### config.mk
export PLATFORM = sky130hd
export DESIGN_NAME = inst_ram_responder
export DESIGN_NICKNAME = d
export VERILOG_FILES = /design/src/rtl/inst_ram_responder.sv
export SDC_FILE = /design/constraint.sdc
export NUM_CORES = 1
export LEC_CHECK = 0
export CAP_MARGIN = 20
export CORE_MARGIN = 5
export CORE_UTILIZATION = 44
export CTS_CLUSTER_SIZE = 14
export DETAILED_ROUTE_END_ITERATION = 7
export GPL_ROUTABILITY_DRIVEN = 0
export PLACE_DENSITY = 0.86
export SETUP_SLACK_MARGIN = 0.4
export SKIP_CTS_REPAIR_TIMING = 1
export SYNTH_ARGS = -nofsm -noshare
export SYNTH_HDL_FRONTEND = slang
export SYNTH_SLANG_ARGS = --single-unit
export TNS_END_PERCENT = 50
### constraint.sdc
create_clock -name clk -period 5.2 [get_ports clk]
set_input_delay 1.04 -clock clk [delete_from_list [all_inputs] [get_ports clk]]
set_output_delay 1.04 -clock clk [all_outputs]
set_load 0.02 [all_outputs]
### src/rtl/inst_ram_responder.sv
// Read-only responder that serves instruction fetches from the board's asynchronous BaseRAM.
// Optional macro INST_RAM_LAST_HIT_EN: a repeat of the last in-window word is served without an SRAM access.
module inst_ram_responder #(
    parameter int unsigned WAIT_CYCLES = 0,
    parameter logic [31:0] BASE_ADDR   = 32'h8000_0000,
    parameter int unsigned WIN_BITS    = 22,
    parameter logic [31:0] ERR_DATA    = 32'h0340_0000
) (
    input  logic        clk,
    input  logic        resetn,
    input  logic        inst_sram_en,
    input  logic [31:0] inst_sram_addr,
    output logic [31:0] inst_sram_rdata,
    output logic        inst_sram_rvalid,
    output logic        inst_sram_busy,
    output logic        inst_addr_err,
    output logic [19:0] base_ram_addr,
    input  logic [31:0] base_ram_data_i,
    output logic        base_ram_ce_n,
    output logic        base_ram_oe_n,
    output logic        base_ram_we_n,
    output logic [3:0]  base_ram_be_n
);

    localparam int unsigned CNT_W     = 3;
    localparam bit          HAS_WAIT  = (WAIT_CYCLES != 0);
    localparam logic [CNT_W-1:0] WAIT_LOAD =
        HAS_WAIT ? CNT_W'(WAIT_CYCLES - 1) : '0;

    typedef enum logic [1:0] {
        S_IDLE = 2'd0,
        S_WAIT = 2'd1,
        S_RESP = 2'd2
    } state_e;

    state_e             state_q, state_d;
    logic [CNT_W-1:0]   cnt_q, cnt_d;
    logic [19:0]        addr_q, addr_d;
    logic               win_q, win_d;
    logic [31:0]        rdata_q, rdata_d;
    logic               rvalid_q, rvalid_d;
    logic               busy_q, busy_d;
    logic               err_q, err_d;

    logic [31:0]        offset_c;
    logic               in_win_c;
    logic               accept_c;
    logic               hit_c;
    logic               ext_c;
    logic               done_c;
    logic               done_win_c;

    // Window test wraps modulo 2^32 so addresses below BASE_ADDR fall out of range.
    assign offset_c = inst_sram_addr - BASE_ADDR;
    assign in_win_c = ((offset_c >> WIN_BITS) == 32'd0);
    assign accept_c = resetn && inst_sram_en && (state_q != S_WAIT);

`ifdef INST_RAM_LAST_HIT_EN
    logic [19:0] tag_q, tag_d;
    logic        tag_vld_q, tag_vld_d;

    assign hit_c = accept_c && in_win_c && tag_vld_q &&
                   (tag_q == inst_sram_addr[21:2]);
`else
    assign hit_c = 1'b0;
`endif

    assign ext_c = accept_c && in_win_c && !hit_c;

    // Next-state, capture and completion logic.
    always_comb begin
        state_d    = state_q;
        cnt_d      = cnt_q;
        addr_d     = addr_q;
        win_d      = win_q;
        rdata_d    = rdata_q;
        rvalid_d   = 1'b0;
        err_d      = 1'b0;
        done_c     = 1'b0;
        done_win_c = 1'b0;

        case (state_q)
            S_WAIT: begin
                if (cnt_q == '0) begin
                    state_d    = S_RESP;
                    done_c     = 1'b1;
                    done_win_c = win_q;
                end else begin
                    cnt_d = cnt_q - CNT_W'(1);
                end
            end
            default: state_d = S_IDLE;
        endcase

        if (accept_c) begin
            win_d = in_win_c;
            if (ext_c) begin
                addr_d = inst_sram_addr[21:2];
            end
            if (hit_c) begin
                state_d  = S_RESP;
                rvalid_d = 1'b1;
            end else if (HAS_WAIT) begin
                state_d = S_WAIT;
                cnt_d   = WAIT_LOAD;
            end else begin
                state_d    = S_RESP;
                done_c     = 1'b1;
                done_win_c = in_win_c;
            end
        end

        if (done_c) begin
            rvalid_d = 1'b1;
            rdata_d  = done_win_c ? base_ram_data_i : ERR_DATA;
            err_d    = !done_win_c;
        end

        busy_d = (state_d == S_WAIT);
    end

`ifdef INST_RAM_LAST_HIT_EN
    // Tag follows the last completed read; an error completion invalidates it so held rdata stays a real word.
    always_comb begin
        tag_d     = tag_q;
        tag_vld_d = tag_vld_q;
        if (done_c) begin
            tag_d     = addr_d;
            tag_vld_d = done_win_c;
        end
    end

    always_ff @(posedge clk or negedge resetn) begin
        if (!resetn) begin
            tag_q     <= '0;
            tag_vld_q <= 1'b0;
        end else begin
            tag_q     <= tag_d;
            tag_vld_q <= tag_vld_d;
        end
    end
`endif

    always_ff @(posedge clk or negedge resetn) begin
        if (!resetn) begin
            state_q  <= S_IDLE;
            cnt_q    <= '0;
            addr_q   <= '0;
            win_q    <= 1'b0;
            rdata_q  <= '0;
            rvalid_q <= 1'b0;
            busy_q   <= 1'b0;
            err_q    <= 1'b0;
        end else begin
            state_q  <= state_d;
            cnt_q    <= cnt_d;
            addr_q   <= addr_d;
            win_q    <= win_d;
            rdata_q  <= rdata_d;
            rvalid_q <= rvalid_d;
            busy_q   <= busy_d;
            err_q    <= err_d;
        end
    end

    // Pins are live in the accept cycle and throughout in-window wait states.
    logic ram_en_c;
    assign ram_en_c = ext_c || ((state_q == S_WAIT) && win_q);

    assign base_ram_addr    = ext_c ? inst_sram_addr[21:2] : addr_q;
    assign base_ram_ce_n    = !ram_en_c;
    assign base_ram_oe_n    = !ram_en_c;
    assign base_ram_we_n    = 1'b1;
    assign base_ram_be_n    = 4'b0000;

    assign inst_sram_rdata  = rdata_q;
    assign inst_sram_rvalid = rvalid_q;
    assign inst_sram_busy   = busy_q;
    assign inst_addr_err    = err_q;

endmodule

==> flow_metrics.env <==
export IMPL_synth_xor_xnor_area_share_pct=0.322
export IMPL_final_max_slew_viol_count=0
export IMPL_synth_avg_cell_area_um2=11.0
export IMPL_worst_path_buf_inv=3
export IMPL_finalWirelength_um=6570
export IMPL_ys_warn_count=0
export IMPL_cap_violations=0
export IMPL_cts_max_path_buffers=2
export IMPL_die_h_um=88.6
export IMPL_worstReg2RegStart="cnt_q[0]"
export IMPL_period_needed_ns=4.44
export IMPL_portBuffers=121
export IMPL_setup_viol=0
export IMPL_hpwl_um=4790
export IMPL_worst_path_max_fanout=42
export IMPL_worst_path_stages=6
export IMPL_achievable_frequency_mhz=225
export IMPL_layout_setup_ws_ns=0.756
export IMPL_wl_per_cell_um=14.7
export IMPL_p_sw_w=0.000278
export IMPL_slew_headroom_pct=50.4
export IMPL_cpMaxStageDelayCell="clkdlybuf4s50_1"
export IMPL_initial_core_util_pct=45.6
export IMPL_n_fill_cell=447
export IMPL_rsz0062_at_grt="no"
export IMPL_clk_latency_ns=0.33
export IMPL_synth_simple_area_share_pct=13.4
export IMPL_drive_above_1_share_pct=17.5
export IMPL_boundaryPins=129
export IMPL_area_growth_pct=54.6
export IMPL_grt_pass1_vias=2258
export IMPL_synth_fa_ha_area_share_pct=0.921
export IMPL_cts_sinks=61
export IMPL_endpoint="base_ram_addr[19]"
export IMPL_ctsRootBufferMaster="clkbuf_8"
export IMPL_synth_mux_area_share_pct=17.0
export IMPL_path_delay_family="buffers and inverters"
export IMPL_worstPathRequired_ns=4.16
export IMPL_crit_top_cell="clkdlybuf4s50_1"
export IMPL_holdWs_ns=0.490
export IMPL_grt_max_degree=62
export IMPL_vias_per_cell=4.85
export IMPL_power_leakage_nw=1.89
export IMPL_hold_class="reg2reg"
export IMPL_peakVddDrop_v=0.000199
export IMPL_h_tree_depth=3
export IMPL_synthCells=247
export IMPL_yosysSeqAreaShare_pct=56.2
export IMPL_pre_cts_ws_ns=0.751
export IMPL_ant_nets=0
export IMPL_dieArea_mm2=0.00784
export IMPL_pwr_share_clk_pct=40.3
export IMPL_finalNonFillerCells=447
export IMPL_design_area_mm2=0.00420
export IMPL_synth_area_leaders="dfrtp_1 56%, mux2_2 17%, nand2_1 9.1%, a21oi_1 5.7%, buf_4 1.7%"
export IMPL_critPathMaxStageDelay_ns=0.54
export IMPL_status="finished, final reports clean"
export IMPL_grtUsageTotal_pct=17.4
export IMPL_drtIter0Drc=69
export IMPL_placed_area_mm2=0.00397
export IMPL_p_sw_share_pct=23.7
export IMPL_cts_tree="yes"
export IMPL_core_area_mm2=0.00596
export IMPL_reg2reg_slack_ns=2.48
export IMPL_hold_violations=0
export IMPL_grt_first_pass_wirelength_um=10200
export IMPL_crit_type="in2out"
export IMPL_worst_pin_slew_ns=0.744
export IMPL_arrival_ns=3.40
export IMPL_ys_types=27
export IMPL_drc=0
export IMPL_route_vias_total=2168
export IMPL_start_kind="input port"
export IMPL_grt_overflow=0
export IMPL_post_place_cells=431
export IMPL_antenna_found_initial=0
export IMPL_crit_path_end_kind="output pin"
export IMPL_tns_ns=0
export IMPL_synth_top_family_by_area="multiplexers"
export IMPL_cts_reportedPaths_clkPinSlew_ns=0.06
export IMPL_path_cells="clkdlybuf4s50_1 -> or4b_4 -> nor3_4 -> buf_12 -> mux2_2 -> clkdlybuf4s50_1"
export IMPL_syn_cell_area_mm2=0.00272
export IMPL_synth_compound_area_share_pct=6.63
export IMPL_reg2reg_to="inst_sram_rdata[22]"
export IMPL_internal_power_w=0.000894
export IMPL_crit_start="inst_sram_addr[31]"
export IMPL_row_count=28
export IMPL_fin_skew_ns=0.00678
export IMPL_yosysTopAreaCell="dfrtp_1"
export IMPL_reg2reg_depth=8
export IMPL_pwr_share_comb_pct=16.2
export IMPL_p_per_area_mw_per_mm2=279
export IMPL_cts_made_buffers=9
export IMPL_die_x_um=88.6
export IMPL_ys_seq_elements=61
export IMPL_synth_top_area_share_pct=56.2
export IMPL_final_nets=436
export IMPL_finalCritPeriodShare_pct=85.5
export IMPL_p_seq_share_pct=43.5
export IMPL_dr_pass1_iters=4
export IMPL_antenna_cells=0
==> synthesized netlist by cell type <==
master,n
conb_1,2
and2_1,1
a21oi_1,31
mux2_2,40
nand3b_1,3
nor3_4,1
nand2b_1,1
nor3_1,1
nand2_1,66
o311a_1,1
buf_2,4
or2_2,1
buf_6,4
nor4_1,1
xnor2_1,1
inv_1,3
inv_2,1
buf_4,6
mux2i_1,1
or4b_4,1
nor2_1,3
ha_1,2
nand3_1,2
clkbuf_1,5
a21o_1,2
dfrtp_1,61
nor2b_1,2
==> flip-flops by register name, indices dropped and copies added, names as in the netlist <==
| signal | cells |
|---|---|
| addr_q | 20 |
| cnt_q | 3 |
| inst_addr_err | 1 |
| inst_sram_busy | 1 |
| inst_sram_rdata | 32 |
| inst_sram_rvalid | 1 |
| state_q | 2 |
| win_q | 1 |
==> worst min-delay path by stage <==
| stage | from | endpoint | slack, ns | cells past startpoint |
|---|---|---|---|---|
| 2_1_floorplan | win_q | win_q | 0.47 | 1 |
| 3_3_place_gp | inst_sram_rdata[25] | inst_sram_rdata[25] | 0.48 | 2 |
| 6_report | inst_sram_rdata[22] | inst_sram_rdata[22] | 0.49 | 2 |
| 3_5_place_dp | inst_sram_rdata[22] | inst_sram_rdata[22] | 0.48 | 2 |
| 5_1_grt | addr_q[16] | addr_q[16] | 0.52 | 1 |
| 4_1_cts | inst_sram_rdata[22] | inst_sram_rdata[22] | 0.50 | 2 |
==> layout by cell type (no fill, tap or decap), drive strengths merged, types with 3 or more instances in the layout <==
master | netlist | layout
nand2 | 66 | 66
dfrtp | 61 | 61
clkdlybuf4s50 | 0 | 120
nor2 | 3 | 3
conb | 2 | 5
mux2 | 40 | 40
a21oi | 31 | 31
inv | 4 | 4
clkbuf | 5 | 12
buf | 14 | 5
nand3b | 3 | 3
==> through the flow <==
step	utilization, %	power [W]
CTS	70.5	0.00118
finish	70.5	0.00117
detailed placement	66.7	0.000711
global placement	66.3	0.000704
global route	70.5	0.00123
floorplan	-	0.000592
==> cells by family after synthesis <==
group           after synthesis
mux                          41
simple gates                 83
flops                        61
other cells                   2
fa+ha+maj                     2
xor+xnor                      1
buf+inv                      23
compound gates               34
==> metal layers <==
layer | up-vias | wire length, um | share of wire, % | GRT usage (%)
li1 | 1049 | - | - | -
met1 | 1018 | 2450 | 37 | 19.7
met2 | 87 | 3160 | 48 | 27.7
met3 | 14 | 811 | 12 | 7.91
met4 | 0 | 144 | 2.2 | 9.07
met5 | - | 0 | 0 | 0
==> worst min-delay path: stages, from the launching register on <==
cell	delay (ns)
dfrtp_1	0.34
nand2_1	0.05
nand3b_1	0.07
==> final cells by class <==
| class | count | area, um^2 | area share (%) |
|---|---|---|---|
| Sequential cell | 61 | 1530 | 36.4 |
| Timing Repair Buffer | 125 | 1270 | 30.2 |
| Multi-Input combinational cell | 166 | 1070 | 25.5 |
| Clock buffer | 12 | 155 | 3.69 |
| Tap cell | 75 | 93.8 | 2.23 |
| Clock inverter | 4 | 70.1 | 1.67 |
| Inverter | 4 | 15.0 | 0.358 |
==> power by group through the flow <==
stage	Sequential [W]	Clock (W)	Combinational, W
CTS	0.000511	0.000481	0.000192
global placement	0.000518	0	0.000186
detailed placement	0.000519	0	0.000191
global route	0.000514	0.000513	0.000204
finish	0.000510	0.000472	0.000189
floorplan	0.000548	0	0.0000445
(Power assumes the default switching activity.)
